`src/rtl/mem_port_arbiter.sv`:
```
// -----------------------------------------------------------------------------
// mem_port_arbiter
//
// N-requester arbiter and reply router for the serial memory interface.
// Chooses which requester drives the TX command/data, keeps that owner for a
// whole transaction (or a reserved run of transactions), and records the
// owner of every reply-bearing command in a small FIFO so RX strobes are
// steered back to whoever owns the oldest outstanding reply.
//
// Build option:
//   MEM_ARB_ROUND_ROBIN_EN - when defined, non-reserved arbitration is
//                            round-robin starting after the last requester
//                            whose command started; otherwise fixed priority
//                            (index 0 highest) and no pointer is built.
//
// Ports:
//   clk, reset                    clock, synchronous active-high reset
//   req_cmd_valid/req_cmd/req_data/req_reserve/req_reply_wanted
//                                 per-requester request side (sliced by index)
//   tx_command_valid/tx_command/tx_data
//                                 muxed command to the memory interface
//   tx_command_started..tx_done   TX strobes from the memory interface
//   rx_started..rx_done           RX strobes from the memory interface
//   tx_owner, g_tx_*              one-hot TX owner and gated TX strobes
//   rx_owner, g_rx_*              one-hot reply owner and gated RX strobes
//   outstanding, full, empty      reply-owner FIFO status
//   rx_orphan                     sticky: RX strobe seen with FIFO empty
// -----------------------------------------------------------------------------
module mem_port_arbiter #(
  parameter int NUM_REQ         = 3,
  parameter int IO_BITS         = 2,
  parameter int CMD_BITS        = 2,
  parameter int MAX_OUTSTANDING = 4,
  parameter int DEFAULT_REQ     = 1
) (
  input  logic                                   clk,
  input  logic                                   reset,
  input  logic [NUM_REQ-1:0]                     req_cmd_valid,
  input  logic [NUM_REQ*CMD_BITS-1:0]            req_cmd,
  input  logic [NUM_REQ*IO_BITS-1:0]             req_data,
  input  logic [NUM_REQ-1:0]                     req_reserve,
  input  logic [NUM_REQ-1:0]                     req_reply_wanted,
  output logic                                   tx_command_valid,
  output logic [CMD_BITS-1:0]                    tx_command,
  output logic [IO_BITS-1:0]                     tx_data,
  input  logic                                   tx_command_started,
  input  logic                                   tx_active,
  input  logic                                   tx_data_next,
  input  logic                                   tx_done,
  input  logic                                   rx_started,
  input  logic                                   rx_active,
  input  logic                                   rx_sbs_valid,
  input  logic                                   rx_data_valid,
  input  logic                                   rx_done,
  output logic [NUM_REQ-1:0]                     tx_owner,
  output logic [NUM_REQ-1:0]                     g_tx_command_started,
  output logic [NUM_REQ-1:0]                     g_tx_active,
  output logic [NUM_REQ-1:0]                     g_tx_data_next,
  output logic [NUM_REQ-1:0]                     g_tx_done,
  output logic [NUM_REQ-1:0]                     rx_owner,
  output logic [NUM_REQ-1:0]                     g_rx_started,
  output logic [NUM_REQ-1:0]                     g_rx_active,
  output logic [NUM_REQ-1:0]                     g_rx_sbs_valid,
  output logic [NUM_REQ-1:0]                     g_rx_data_valid,
  output logic [NUM_REQ-1:0]                     g_rx_done,
  output logic [$clog2(MAX_OUTSTANDING+1)-1:0]   outstanding,
  output logic                                   full,
  output logic                                   empty,
  output logic                                   rx_orphan
);

  localparam int IDX_W = (NUM_REQ > 1) ? $clog2(NUM_REQ) : 1;
  localparam int PTR_W = (MAX_OUTSTANDING > 1) ? $clog2(MAX_OUTSTANDING) : 1;
  localparam int CNT_W = $clog2(MAX_OUTSTANDING + 1);

  typedef logic [IDX_W-1:0] idx_t;
  typedef logic [PTR_W-1:0] ptr_t;

  function automatic logic [NUM_REQ-1:0] to_onehot(input idx_t idx);
    logic [NUM_REQ-1:0] oh;
    oh = '0;
    for (int i = 0; i < NUM_REQ; i++) oh[i] = (idx == idx_t'(i));
    return oh;
  endfunction

  // FIFO depth need not be a power of two, so wrap explicitly.
  function automatic ptr_t ptr_inc(input ptr_t p);
    return (p == ptr_t'(MAX_OUTSTANDING - 1)) ? '0 : p + 1'b1;
  endfunction

  // ---------------------------------------------------------------------------
  // Owner selection
  // ---------------------------------------------------------------------------
  logic [NUM_REQ-1:0] want;
  idx_t               owner_q;
  idx_t               win_idx;
  idx_t               owner_idx;
  logic               found;
  logic               hold_reserve;

  assign want         = req_cmd_valid | req_reserve;
  assign hold_reserve = |(req_reserve & to_onehot(owner_q));

`ifdef MEM_ARB_ROUND_ROBIN_EN
  idx_t rr_ptr;
  int   rr_cand;

  // NOTE: every combinational output gets a default before any branch so no
  // path leaves it unassigned and no latch is inferred.
  always_comb begin
    win_idx = idx_t'(DEFAULT_REQ);
    found   = 1'b0;
    rr_cand = 0;
    for (int k = 0; k < NUM_REQ; k++) begin
      rr_cand = (int'(rr_ptr) + k) % NUM_REQ;
      if (!found && want[rr_cand]) begin
        win_idx = idx_t'(rr_cand);
        found   = 1'b1;
      end
    end
    if (hold_reserve) win_idx = owner_q;
  end

  // Next search starts just after the requester whose command went out.
  always_ff @(posedge clk) begin
    if (reset)                   rr_ptr <= '0;
    else if (tx_command_started) rr_ptr <= (owner_idx == idx_t'(NUM_REQ - 1)) ? '0 : owner_idx + 1'b1;
  end
`else
  // NOTE: every combinational output gets a default before any branch so no
  // path leaves it unassigned and no latch is inferred.
  always_comb begin
    win_idx = idx_t'(DEFAULT_REQ);
    found   = 1'b0;
    for (int i = 0; i < NUM_REQ; i++) begin
      if (!found && want[i]) begin
        win_idx = idx_t'(i);
        found   = 1'b1;
      end
    end
    if (hold_reserve) win_idx = owner_q;
  end
`endif

  // Zero-latency grant between transactions; frozen while one is in flight.
  assign owner_idx = tx_active ? owner_q : win_idx;
  assign tx_owner  = to_onehot(owner_idx);

  // ---------------------------------------------------------------------------
  // Command path
  // ---------------------------------------------------------------------------
  logic owner_valid;
  logic owner_reply;

  always_comb begin
    tx_command = '0;
    tx_data    = '0;
    for (int i = 0; i < NUM_REQ; i++) begin
      if (tx_owner[i]) begin
        tx_command = req_cmd[i*CMD_BITS +: CMD_BITS];
        tx_data    = req_data[i*IO_BITS +: IO_BITS];
      end
    end
  end

  assign owner_valid = |(req_cmd_valid & tx_owner);
  assign owner_reply = |(req_reply_wanted & tx_owner);
  // A reply-bearing command waits while the FIFO is full instead of being lost.
  assign tx_command_valid = owner_valid & ~(full & owner_reply);

  assign g_tx_command_started = {NUM_REQ{tx_command_started}} & tx_owner;
  assign g_tx_active          = {NUM_REQ{tx_active}}          & tx_owner;
  assign g_tx_data_next       = {NUM_REQ{tx_data_next}}       & tx_owner;
  assign g_tx_done            = {NUM_REQ{tx_done}}            & tx_owner;

  // ---------------------------------------------------------------------------
  // Reply-owner FIFO
  // ---------------------------------------------------------------------------
  idx_t             fifo_mem [MAX_OUTSTANDING];
  ptr_t             wr_ptr;
  ptr_t             rd_ptr;
  logic [CNT_W-1:0] count;
  logic             push;
  logic             pop;

  assign push = tx_command_started & owner_reply & ~full;
  assign pop  = rx_done & ~empty;

  // NOTE: sequential state uses non-blocking assignments so every register
  // samples pre-edge values regardless of statement order.
  always_ff @(posedge clk) begin
    if (reset) begin
      owner_q   <= idx_t'(DEFAULT_REQ);
      wr_ptr    <= '0;
      rd_ptr    <= '0;
      count     <= '0;
      rx_orphan <= 1'b0;
    end else begin
      if (!tx_active) owner_q <= win_idx;
      if (push)       wr_ptr  <= ptr_inc(wr_ptr);
      if (pop)        rd_ptr  <= ptr_inc(rd_ptr);
      if (push && !pop)      count <= count + 1'b1;
      else if (pop && !push) count <= count - 1'b1;
      if ((rx_started | rx_done) & empty) rx_orphan <= 1'b1;
    end
  end

  // NOTE: entry storage has no reset; the pointers and count alone decide
  // which entries are live, so stale contents are never observed.
  always_ff @(posedge clk) begin
    if (push) fifo_mem[wr_ptr] <= owner_idx;
  end

  assign outstanding = count;
  assign full        = (count == CNT_W'(MAX_OUTSTANDING));
  assign empty       = (count == '0);
  assign rx_owner    = empty ? '0 : to_onehot(fifo_mem[rd_ptr]);

  assign g_rx_started    = {NUM_REQ{rx_started}}    & rx_owner;
  assign g_rx_active     = {NUM_REQ{rx_active}}     & rx_owner;
  assign g_rx_sbs_valid  = {NUM_REQ{rx_sbs_valid}}  & rx_owner;
  assign g_rx_data_valid = {NUM_REQ{rx_data_valid}} & rx_owner;
  assign g_rx_done       = {NUM_REQ{rx_done}}       & rx_owner;

endmodule

```
`config.mk`:
```
export PLATFORM = sky130hd
export DESIGN_NAME = mem_port_arbiter
export DESIGN_NICKNAME = d
export VERILOG_FILES = /design/src/rtl/mem_port_arbiter.sv
export SDC_FILE = /design/constraint.sdc
export NUM_CORES = 1
export LEC_CHECK = 0
export ABC_AREA = 1
export BUFFER_PORTS_ARGS = -buffer_cell sky130_fd_sc_hd__buf_2
export CORE_AREA = 2 2 55 57
export CTS_BUF_LIST = sky130_fd_sc_hd__clkbuf_2
export DETAILED_ROUTE_END_ITERATION = 16
export DIE_AREA = 0 0 57 59
export GPL_ROUTABILITY_DRIVEN = 0
export PLACE_DENSITY = 0.88
export SLEW_MARGIN = 20
export SYNTH_ARGS = -nofsm -noshare
export SYNTH_HDL_FRONTEND = slang
export SYNTH_SLANG_ARGS = --single-unit
```
`constraint.sdc`:
```
create_clock -name clk -period 4.32 [get_ports clk]
set_input_delay 0.432 -clock clk [delete_from_list [all_inputs] [get_ports clk]]
set_output_delay 0.432 -clock clk [all_outputs]
set_load 0.05 [all_outputs]
```
==> results.txt <==
status -> complete, no violations
DRC -> 0
Final nets -> 317
Power Total -> 0.00108 W
WP data arrival -> 2910 ps
diodes inserted -> 0
synth warn -> 0
Area contributors post-synth -> dfxtp_1 (18%), edfxtp_1 (18%), nor2_1 (14%)
CTS-repair resized insts -> 0
CP Launch Type -> flip-flop
postcts setup bufs -> 0
Mapped Nets -> 237
fin crit period -> 2690 ps
multiplexer share of the synthesized area -> 0
sequential share of the synthesized area -> 0.366
GR Util met2 -> 0.412
Placed Instances -> 304
Core Box Area -> 0.00271 mm²
post-route cell area -> 0.00175 mm²
critical path class -> flip-flop to flip-flop
Setup Total Neg Slack -> 0 ps
Post-synth ARST share -> 0
clock slew at reported path FFs -> 180 ps
Net Sw Frac -> 0.608
met3 Track Usage GR -> 0.0328
Seq. cell area -> 480 µm²
GRT Max-Usage Layer -> met2
fin cells -> 308
post-synthesis cell count -> 198
top achievable clock speed -> 0.372 GHz
CTS buffer count -> 3
clock tree sinks -> 20
Final HPWL DP -> 2720 µm
Synth cell types -> 26
Post-synth top flop -> dfxtp_1
Cell Int Power -> 0.000424 W
Hold WC Path Type -> primary input to flip-flop
post-synthesis compound-gate area fraction -> 0.0925
Synth top area share -> 0.183
Layout fillers -> 273
hold path depth -> 2
RSZ-0062 raised after global routing -> no
number of cell rows -> 19
DRT Pass-1 Iters -> 4
CTS tree -> built
CP Capture Type -> flip-flop
vias per cell -> 4.87
Power Dens Cells -> 620 mW/mm²
Routed WL -> 3190 µm
io pins -> 76
post-synthesis register bit count -> 20
largest area contributor in the netlist -> dfxtp_1
Synth Area per Inst -> 6.63 µm²
CTS root buffer -> clkbuf_2
Synth top cells by count -> nor2_1 (48), nand2_1 (40), inv_1 (38)
VDD IR-drop max -> 629 µV
Post-Syn Area -> 0.00131 mm²
Slew @ Worst Pin -> 430 ps
Switch Pwr -> 0.000659 W
top-count cell post-synth -> nor2_1
clock network power share -> 0.069
Tot GR Track Use -> 0.201
met1 usage -> 0.196
H-Tree Depth -> 1
worst skew pair latency -> 320 ps
utilization after layout -> 0.644
critical path required time -> 4530 ps
Post-DRT Antenna Nets -> 0
Final Hold Violating Endpoints -> 0
Multi-input gate area -> 673 µm²
LEAKAGE -> 1.06 nW
gr ovfl total -> 0
share of power burned in combinational logic -> 0.681
maxcap violations -> 0
CP Max Fanout -> 7
path depth of the worst reg2reg path -> 15
share of post-route cells with drive strength above 1 -> 0.314
final period utilization -> 0.623
Post-synth EDFFs -> 8
number of port buffers -> 75
clock skew -> 15.1 ps
vias -> 1499
vias in the first global route -> 1430
largest net degree at the start of global routing -> 12
Starting Density -> 0.484
CTS max path bufs -> 2
Die W -> 57 µm
placed cell areas -> 0.00173 mm²
Die Height -> 59 µm
Slew Limit Fails -> 0
Setup violations, final -> 0
post-synthesis xor/xnor area fraction -> 0.00667
Hold-fix buffers, CTS -> 0
adder-cell area share of the yosys netlist -> 0.0724
DR WL/cell -> 10.4 µm
die area -> 0.00336 mm²
Slew headroom -> 0.714
DRT iter0 DRCs -> 33
Area growth, synth to finish -> 33.0%
largest family of logic cells by synthesized area -> simple AND/OR/NAND/NOR gates
post-synthesis simple-gate area fraction -> 0.341
initial antenna violation count -> 0
sequential power share -> 0.250
first-pass GRT wire length -> 5340 µm
## path summary, 6_finish.rpt
path	startpoint	endpoint	slack, ps
setup reg to reg	owner_q[1]$_SDFF_PP0_	outstanding[2]$_SDFFE_PP0P_	1630
hold reg to reg	rx_orphan$_SDFFE_PP0P_	rx_orphan$_SDFFE_PP0P_	480
setup / recovery	owner_q[1]$_SDFF_PP0_	outstanding[2]$_SDFFE_PP0P_	1630
hold / removal	reset	owner_q[1]$_SDFF_PP0_	260
## sequential cells by signal (all words and copies together), names as in the netlist, named ones only
| name | count |
|---|---|
| rx_orphan | 1 |
| outstanding | 3 |
| fifo_mem | 8 |
| owner_q | 2 |
| wr_ptr | 2 |
| rd_ptr | 2 |
## power by group through the flow
stage | logic [W] | clock network, W | registers [W]
2_1_floorplan | 0.000525 | 0 | 0.000327
3_5_place_dp | 0.000739 | 0 | 0.000276
6_report | 0.000737 | 0.0000752 | 0.000270
5_1_grt | 0.000801 | 0.0000839 | 0.000275
4_1_cts | 0.000740 | 0.0000740 | 0.000271
3_3_place_gp | 0.000726 | 0 | 0.000274
## routing by layer
layer	vias up	wire, µm	share of wire
met5	-	0	0
met4	0	38	0.012
met3	5	266	0.083
met2	70	1640	0.51
met1	657	1250	0.39
li1	767	-	-
## critical path: stages (launching register included)
cell     delay [ps]
dfxtp_1         430
nand2_1          70
nor2_1          110
nor2_2           60
a21oi_1         360
nand4_1         160
nand3_2         140
nand2_4          80
inv_2            70
ha_1            130
inv_1            60
fa_1            380
a21oi_1         160
o21ai_0         120
o21ai_0         170
a21oi_1          60
## cells in the final DEF, fill, tap and decap left out, types with 2 or more instances in the layout
master,instances
inv_2,3
inv_1,38
dfxtp_1,12
nor3_1,2
nor2_1,48
nand4_1,2
buf_2,75
clkbuf_2,3
o21ai_0,5
edfxtp_1,8
o21ai_1,2
nand2_1,40
ha_1,6
nand2_2,2
a21oi_1,7
nand3_1,11
## cell families after synthesis
group                    after synthesis
AO/OA/AOI/OAI                         20
XOR/XNOR                               1
adder cells (fa/ha/maj)                7
buffers and inverters                 42
flip-flops                            20
AND/OR/NAND/NOR                      108
## stage by stage
| stage | setup WS, ps | hold slack [ps] |
|---|---|---|
| after detailed placement | 1480 | 453 |
| after CTS | 1640 | 279 |
| final | 1630 | 264 |
| after global routing | 1300 | 258 |
| after floorplan | 918 | 488 |
| after global placement | 1680 | 449 |
## layout make-up
class                   instances  share of cell area
multi-input cells             136               0.386
well taps                      31              0.0222
flip-flops and latches         20               0.275
inverters                      42              0.0910
clock buffers                   3             0.00860
repair buffers                 75               0.215
clock inverters                 1             0.00215
No activity file was read; power rests on OpenSTA's default activity.
